File: config.mk
export PLATFORM = sky130hd
export DESIGN_NAME = instruction_fetch_flat
export DESIGN_NICKNAME = d
export VERILOG_FILES = /design/src/rtl/cpu_pkg.sv /design/src/rtl/instruction_fetch_if.sv /design/src/rtl/fetch_skid_buffer.sv /design/src/rtl/instruction_fetch.sv /design/src/flat_wrapper.sv
export SDC_FILE = /design/constraint.sdc
export NUM_CORES = 1
export LEC_CHECK = 0
export CAP_MARGIN = 20
export CORE_UTILIZATION = 45
export CTS_CLUSTER_DIAMETER = 150
export CTS_CLUSTER_SIZE = 28
export DETAILED_ROUTE_END_ITERATION = 8
export GPL_TIMING_DRIVEN = 0
export PLACE_DENSITY = 0.71
export SETUP_SLACK_MARGIN = 0.3
export SLEW_MARGIN = 20
export SYNTH_ARGS = -nofsm -noshare
export SYNTH_HDL_FRONTEND = slang
export SYNTH_SLANG_ARGS = --single-unit
File: constraint.sdc
create_clock -name clock -period 9.15 [get_ports clock]
set_input_delay 1.83 -clock clock [delete_from_list [all_inputs] [get_ports clock]]
set_output_delay 1.83 -clock clock [all_outputs]
set_load 0.01 [all_outputs]
File: src/rtl/cpu_pkg.sv
// Shared CPU definitions: datapath widths, fetch reset address, ISA opcode/funct constants
// and the {pc, instr} entry type passed between fetch stages.
package cpu_pkg;

  localparam int unsigned ADDR_W  = 32;
  localparam int unsigned INSTR_W = 32;

  typedef logic [ADDR_W-1:0]  addr_t;
  typedef logic [INSTR_W-1:0] instr_t;

  localparam addr_t DEFAULT_RESET_PC = 32'h0000_0000;

  // Primary opcodes, instr[31:26]
  localparam logic [5:0] OP_R    = 6'h00;
  localparam logic [5:0] OP_J    = 6'h02;
  localparam logic [5:0] OP_BEQ  = 6'h04;
  localparam logic [5:0] OP_BNE  = 6'h05;
  localparam logic [5:0] OP_ADDI = 6'h08;
  localparam logic [5:0] OP_LW   = 6'h23;
  localparam logic [5:0] OP_SW   = 6'h2b;

  // R-type function codes, instr[5:0]
  localparam logic [5:0] FUNCT_ADD = 6'h20;
  localparam logic [5:0] FUNCT_SUB = 6'h22;
  localparam logic [5:0] FUNCT_AND = 6'h24;
  localparam logic [5:0] FUNCT_OR  = 6'h25;
  localparam logic [5:0] FUNCT_SLT = 6'h2a;

  typedef struct packed {
    addr_t  pc;
    instr_t instr;
  } fetch_entry_t;

  // Word-addressed PC advance; wraps modulo 2^32.
  function automatic addr_t pc_add(input addr_t pc, input addr_t step);
    return pc + step;
  endfunction

endpackage

File: src/rtl/instruction_fetch_if.sv
// Fetch-stage bus: instruction memory select/data, control from execute/decode, and the
// registered instruction handed to decode.
interface instruction_fetch_if;
  import cpu_pkg::*;

  addr_t  imem_sel;
  instr_t imem_data;
  logic   stall;
  logic   redirect;
  addr_t  redirect_target;
  instr_t instr;
  addr_t  instr_pc;
  logic   instr_valid;

  modport master (
    output imem_sel, instr, instr_pc, instr_valid,
    input  imem_data, stall, redirect, redirect_target
  );

  modport slave (
    input  imem_sel, instr, instr_pc, instr_valid,
    output imem_data, stall, redirect, redirect_target
  );

endinterface

File: src/rtl/fetch_skid_buffer.sv
// One-entry {pc, instr} holding buffer. Catches the word already in flight from memory
// when decode back-pressures, so nothing is lost or refetched.
module fetch_skid_buffer
  import cpu_pkg::*;
(
  input  logic         clock,
  input  logic         reset,
  input  logic         flush,
  input  logic         push,
  input  logic         pop,
  input  fetch_entry_t in_entry,
  output logic         valid,
  output fetch_entry_t out_entry
);

  logic         valid_q, valid_d;
  fetch_entry_t entry_q, entry_d;

  always_comb begin
    valid_d = valid_q;
    entry_d = entry_q;
    if (flush) begin
      valid_d = 1'b0;
    end else begin
      if (pop) begin
        valid_d = 1'b0;
      end
      // A full, non-draining entry is never overwritten.
      if (push && (!valid_q || pop)) begin
        valid_d = 1'b1;
        entry_d = in_entry;
      end
    end
  end

  always_ff @(posedge clock or posedge reset) begin
    if (reset) begin
      valid_q <= 1'b0;
      entry_q <= '0;
    end else begin
      valid_q <= valid_d;
      entry_q <= entry_d;
    end
  end

  assign valid     = valid_q;
  assign out_entry = entry_q;

endmodule

File: src/rtl/instruction_fetch.sv
// Fetch front end: owns the PC, hides the one-cycle synchronous memory latency, absorbs
// decode stalls via a skid entry, and restarts on redirect.
module instruction_fetch
  import cpu_pkg::*;
#(
  parameter addr_t RESET_PC  = DEFAULT_RESET_PC,
  parameter addr_t ADDR_STEP = 32'd1
) (
  input logic                 clock,
  input logic                 reset,
  instruction_fetch_if.master bus
);

  addr_t  fetch_pc_q, fetch_pc_d;
  logic   pend_valid_q, pend_valid_d;
  addr_t  pend_pc_q, pend_pc_d;
  instr_t instr_q, instr_d;
  addr_t  instr_pc_q, instr_pc_d;
  logic   instr_valid_q, instr_valid_d;

  logic         accept;
  logic         skid_valid;
  fetch_entry_t skid_entry;
  logic         skid_push, skid_pop, skid_flush;
  logic         skid_full_next;

  fetch_skid_buffer u_skid (
    .clock     (clock),
    .reset     (reset),
    .flush     (skid_flush),
    .push      (skid_push),
    .pop       (skid_pop),
    .in_entry  ('{pc: pend_pc_q, instr: bus.imem_data}),
    .valid     (skid_valid),
    .out_entry (skid_entry)
  );

  always_comb begin
    accept         = !instr_valid_q || !bus.stall;
    fetch_pc_d     = fetch_pc_q;
    pend_valid_d   = pend_valid_q;
    pend_pc_d      = pend_pc_q;
    instr_d        = instr_q;
    instr_pc_d     = instr_pc_q;
    instr_valid_d  = instr_valid_q;
    skid_push      = 1'b0;
    skid_pop       = 1'b0;
    skid_flush     = 1'b0;
    skid_full_next = 1'b0;

    if (bus.redirect) begin
      // Squash everything, including a stalled output; issue the target next edge.
      fetch_pc_d    = bus.redirect_target;
      pend_valid_d  = 1'b0;
      instr_valid_d = 1'b0;
      skid_flush    = 1'b1;
    end else begin
      if (accept) begin
        if (skid_valid) begin
          instr_d       = skid_entry.instr;
          instr_pc_d    = skid_entry.pc;
          instr_valid_d = 1'b1;
          skid_pop      = 1'b1;
        end else if (pend_valid_q) begin
          instr_d       = bus.imem_data;
          instr_pc_d    = pend_pc_q;
          instr_valid_d = 1'b1;
        end else begin
          instr_valid_d = 1'b0;
        end
      end

      // The memory word is only on imem_data this cycle; park it if it was not consumed.
      skid_push      = pend_valid_q && (!accept || skid_valid);
      skid_full_next = skid_push || (skid_valid && !skid_pop);

      if (!skid_full_next) begin
        pend_valid_d = 1'b1;
        pend_pc_d    = fetch_pc_q;
        fetch_pc_d   = pc_add(fetch_pc_q, ADDR_STEP);
      end else begin
        pend_valid_d = 1'b0;
      end
    end
  end

  always_ff @(posedge clock or posedge reset) begin
    if (reset) begin
      fetch_pc_q    <= RESET_PC;
      pend_valid_q  <= 1'b0;
      pend_pc_q     <= '0;
      instr_q       <= '0;
      instr_pc_q    <= '0;
      instr_valid_q <= 1'b0;
    end else begin
      fetch_pc_q    <= fetch_pc_d;
      pend_valid_q  <= pend_valid_d;
      pend_pc_q     <= pend_pc_d;
      instr_q       <= instr_d;
      instr_pc_q    <= instr_pc_d;
      instr_valid_q <= instr_valid_d;
    end
  end

  assign bus.imem_sel    = fetch_pc_q;
  assign bus.instr       = instr_q;
  assign bus.instr_pc    = instr_pc_q;
  assign bus.instr_valid = instr_valid_q;

endmodule

File: src/flat_wrapper.sv
// flat-port wrapper written by rule: the top's interface ports become plain ports
module instruction_fetch_flat import cpu_pkg::*;
#(
  parameter addr_t RESET_PC  = DEFAULT_RESET_PC,
  parameter addr_t ADDR_STEP = 32'd1
)
  (clock, reset, bus_imem_sel, bus_instr, bus_instr_pc, bus_instr_valid, bus_imem_data, bus_stall, bus_redirect, bus_redirect_target);
  instruction_fetch_if bus_i ();
  input logic clock;
  input logic reset;
  output wire logic [$bits(bus_i.imem_sel)-1:0] bus_imem_sel;
  output wire logic [$bits(bus_i.instr)-1:0] bus_instr;
  output wire logic [$bits(bus_i.instr_pc)-1:0] bus_instr_pc;
  output wire logic [$bits(bus_i.instr_valid)-1:0] bus_instr_valid;
  input wire logic [$bits(bus_i.imem_data)-1:0] bus_imem_data;
  input wire logic [$bits(bus_i.stall)-1:0] bus_stall;
  input wire logic [$bits(bus_i.redirect)-1:0] bus_redirect;
  input wire logic [$bits(bus_i.redirect_target)-1:0] bus_redirect_target;
  assign bus_imem_sel = bus_i.imem_sel;
  assign bus_instr = bus_i.instr;
  assign bus_instr_pc = bus_i.instr_pc;
  assign bus_instr_valid = bus_i.instr_valid;
  assign bus_i.imem_data = bus_imem_data;
  assign bus_i.stall = bus_stall;
  assign bus_i.redirect = bus_redirect;
  assign bus_i.redirect_target = bus_redirect_target;
  instruction_fetch #(.RESET_PC(RESET_PC), .ADDR_STEP(ADDR_STEP)) u_core (.clock(clock), .reset(reset), .bus(bus_i));
endmodule
==> impl_metrics.csv <==
group,metric,value,unit
sta,fin_skew,0.0104,ns
clocking,clk_latency,0.43,ns
worst_setup_path,slowest_delay,0.52,ns
sta,finalHoldViolations,0,
worst_setup_path,r2r-end,"u_core.bus.imem_sel[14]",
worst_setup_path,r2r_cells,6,
synthesis,seq_area_frac_synth,0.572,
worst_setup_path,r2r-start,"u_core.bus.imem_sel[0]",
worst_setup_path,cp-start-kind,"primary input",
finish,area_growth,30.0,%
drt,drc,0,
worst_hold_path,hold_path_class,"flip-flop to flip-flop",
sta,tightest_slew,0.667,ns
clocking,cts_resized,0,
worst_setup_path,end_kind,"flip-flop",
drt,drtPass1Iterations,5,
sta,slew_headroom,0.552,
synthesis,yosys.area.top_type_share,0.572,
clocking,post_cts_buffers,0,
sta,layout_min_cycle_time,3.48,ns
status,status,"complete, no violations",
grt,track_usage,0.211,
grt,grt_pass1_wl,31.9,mm
finish,utilization,0.607,
floorplanning,core,18300,µm²
placed_design,portBuffers,164,
grt,antenna_found_initial,0,
drt,routedWlPerCell,17.7,µm
power_and_ir_drop,p_sw,679,µW
worst_setup_path,cpLargestDelayFamily,"buffers and inverters",
worst_setup_path,rrSetupSlack,6.85,ns
worst_setup_path,cp_cell_sequence,"clkdlybuf4s50_1, a21oi_2, nor2_1, buf_6, nor4_1, xor2_1, mux2_2",
synthesis,ys_warn_count,0,
clocking,htreeDepth,4,
clocking,cts_buffers,17,
synthesis,ys_ff_latch,195,
synthesis,synth_async_sr_flop_share,1.00,
job,cap_violations,0,
synthesis,synth_cells,702,
clocking,cts_tree,"done",
floorplanning,fp.dieArea,19500,µm²
drt,viasPerCell,5.26,
clocking,cts.clk_slew.worst_paths,0.07,ns
synthesis,avgSynthCellArea,12.1,µm²
power_and_ir_drop,leakage,4.56,nW
floorplanning,die_w,140,µm
grt,grt_pass1_vias,5929,
power_and_ir_drop,swShare,0.280,
power_and_ir_drop,pwr-share-clk,0.302,
floorplanning,initial_core_util,0.467,
drt,drt_iter0_markers,442,
floorplanning,pin_count,165,
clocking,cts_num_sinks,195,
drt,routed_wirelength,20.0,mm
sta,fin_tns_setup,0,ns
sta,fin_crit_sh,0.380,
power_and_ir_drop,ir_drop,152,µV
sta,whs,0.507,ns
sta,grt_setup_unrepaired,"false",
clocking,holdBufCountCts,0,
synthesis,synth_ff_type,"dfrtp_1",
finish,drive_above_1_share,0.203,
grt,gr-total-overflow,0,
floorplanning,rows,49,
placed_design,gp_congestion,0.764,
drt,vias,5944,
power_and_ir_drop,p_per_area,218,nW/µm²
power_and_ir_drop,totalPowerFinal,2.42,mW
synthesis,synth_top_cell_by_area,"dfrtp_1",
clocking,cts_buffer_depth,2,
worst_hold_path,holdPathEnd,"u_core.u_skid.out_entry[19]",
sta,slew_violations,0,
power_and_ir_drop,p_seq_frac,0.484,
synthesis,synth.top_cells.by_area,"dfrtp_1 57%, mux2_2 14%, mux2i_1 7.6%",
floorplanning,die_y,140,µm
synthesis,synth_area,8530,µm²
finish,fillers,1536,
finish,num_antenna_cells,0,
drt,antenna_left,0,
worst_setup_path,required,9.47,ns
clocking,cts-root-buf,"clkbuf_16",
worst_setup_path,worst_ep_arrival_time,3.80,ns
sta,fmax,0.287,GHz
worst_setup_path,cp_max_fo,10,
synthesis,synth-edff-count,0,
power_and_ir_drop,internal-power,1.74,mW
power_and_ir_drop,p_comb_frac,0.214,
placed_design,dp_hpwl,13.9,mm
worst_setup_path,critPathKind,"primary input to flip-flop",
sta,setup_viol,0,
worst_hold_path,min_from,"u_core.u_skid.out_entry[19]",
synthesis,synth_fp_nets,771,
worst_setup_path,worst-path-buf-inv,2,
finish,nets,956,
synthesis,synth.distinct_cells,42,
worst_hold_path,holdPathStages,1,
worst_setup_path,crit_slowest_cell,"clkdlybuf4s50_1",
grt,grt_start_max_net_pins,87,
## cell families after synthesis
logic type	share of synthesized area
fa+ha+maj	0.00147
xor+xnor	0.0298
buf+inv	0.0271
simple gates	0.0930
mux	0.212
flops	0.572
compound gates	0.0638
## registers in the layout, indices dropped and copies added, names as in the netlist
name,cells
u_core.bus.instr,32
u_core.u_skid.valid,1
u_core.bus.imem_sel,32
u_core.bus.instr_valid,1
u_core.bus.instr_pc,32
u_core.pend_pc_q,32
u_core.pend_valid_q,1
u_core.u_skid.out_entry,64
## power by group through the flow
stage | Clock (mW) | Sequential [mW] | Combinational (mW)
floorplan | 0 | 1.19 | 0.248
global placement | 0 | 1.18 | 0.508
detailed placement | 0 | 1.19 | 0.522
CTS | 0.747 | 1.17 | 0.525
global route | 0.780 | 1.20 | 0.565
finish | 0.730 | 1.17 | 0.518
## synthesized netlist by cell type (8+ instances only)
| cell | number |
|---|---|
| nor2_1 | 74 |
| dfrtp_1 | 195 |
| a21oi_1 | 66 |
| xnor2_1 | 14 |
| mux2_2 | 103 |
| clkbuf_1 | 10 |
| o21ai_0 | 18 |
| mux2i_1 | 65 |
| nor4_1 | 10 |
| nand2_1 | 36 |
| buf_2 | 29 |
| nand3_1 | 8 |
| xor2_1 | 15 |
## how the worst max path moves through the flow
stage	start	cells after the start	endpoint
finish	bus_stall	7	u_core.bus.imem_sel[25]
global route	bus_stall	7	u_core.bus.imem_sel[11]
CTS	bus_stall	6	u_core.pend_pc_q[27]
detailed placement	bus_stall	6	u_core.pend_pc_q[11]
global placement	reset	2	u_core.bus.instr_pc[4]
floorplan	reset	1	u_core.bus.imem_sel[0]
## placed cells by master (no fill, tap or decap), types with 2 or more instances in the layout
master	instances
and2_1	3
buf_2	29
inv_8	3
dfrtp_1	195
clkbuf_1	10
o21ai_1	6
nor3_1	4
xor2_1	15
inv_1	5
o21ai_0	18
clkinv_4	3
mux2i_1	65
mux2_2	103
buf_16	2
nor4_2	2
clkinv_2	3
nor4_1	10
nor2_1	74
inv_6	5
clkdlybuf4s50_1	164
xnor2_1	14
nand4_4	3
nand4_1	6
buf_4	2
a31oi_1	2
and3_1	6
clkbuf_16	17
nand3_1	8
nand2_1	36
a21oi_1	66
## per-layer routing
layer,GRT usage,share of wire,vias to the layer above
li1,-,-,2824
met5,0,0,-
met3,0.0489,0.053,13
met1,0.294,0.47,2939
met2,0.336,0.47,168
met4,0.0486,0.0074,0
## cell type report
class | instances | area, µm² | share of cell area
timing repair buffer | 166 | 1700 | 0.153
buffer | 42 | 209 | 0.0188
sequential | 195 | 4880 | 0.440
clock inverter | 15 | 145 | 0.0131
inverter | 6 | 30.0 | 0.00271
multi-input combinational | 459 | 3410 | 0.308
tap | 229 | 287 | 0.0258
clock buffer | 17 | 425 | 0.0384
## per-stage QoR
| stage | setup WS, ns | cell area [µm²] | instances |
|---|---|---|---|
| after detailed placement | 5.25 | 10500 | 1097 |
| after floorplan | 2.01 | 8530 | 702 |
| after global routing | 5.59 | 11100 | 1129 |
| after CTS | 5.70 | 11100 | 1129 |
| final | 5.67 | 11100 | 1129 |
| after global placement | -0.648 | 10500 | 1095 |
No activity file was read; power rests on OpenSTA's default activity.
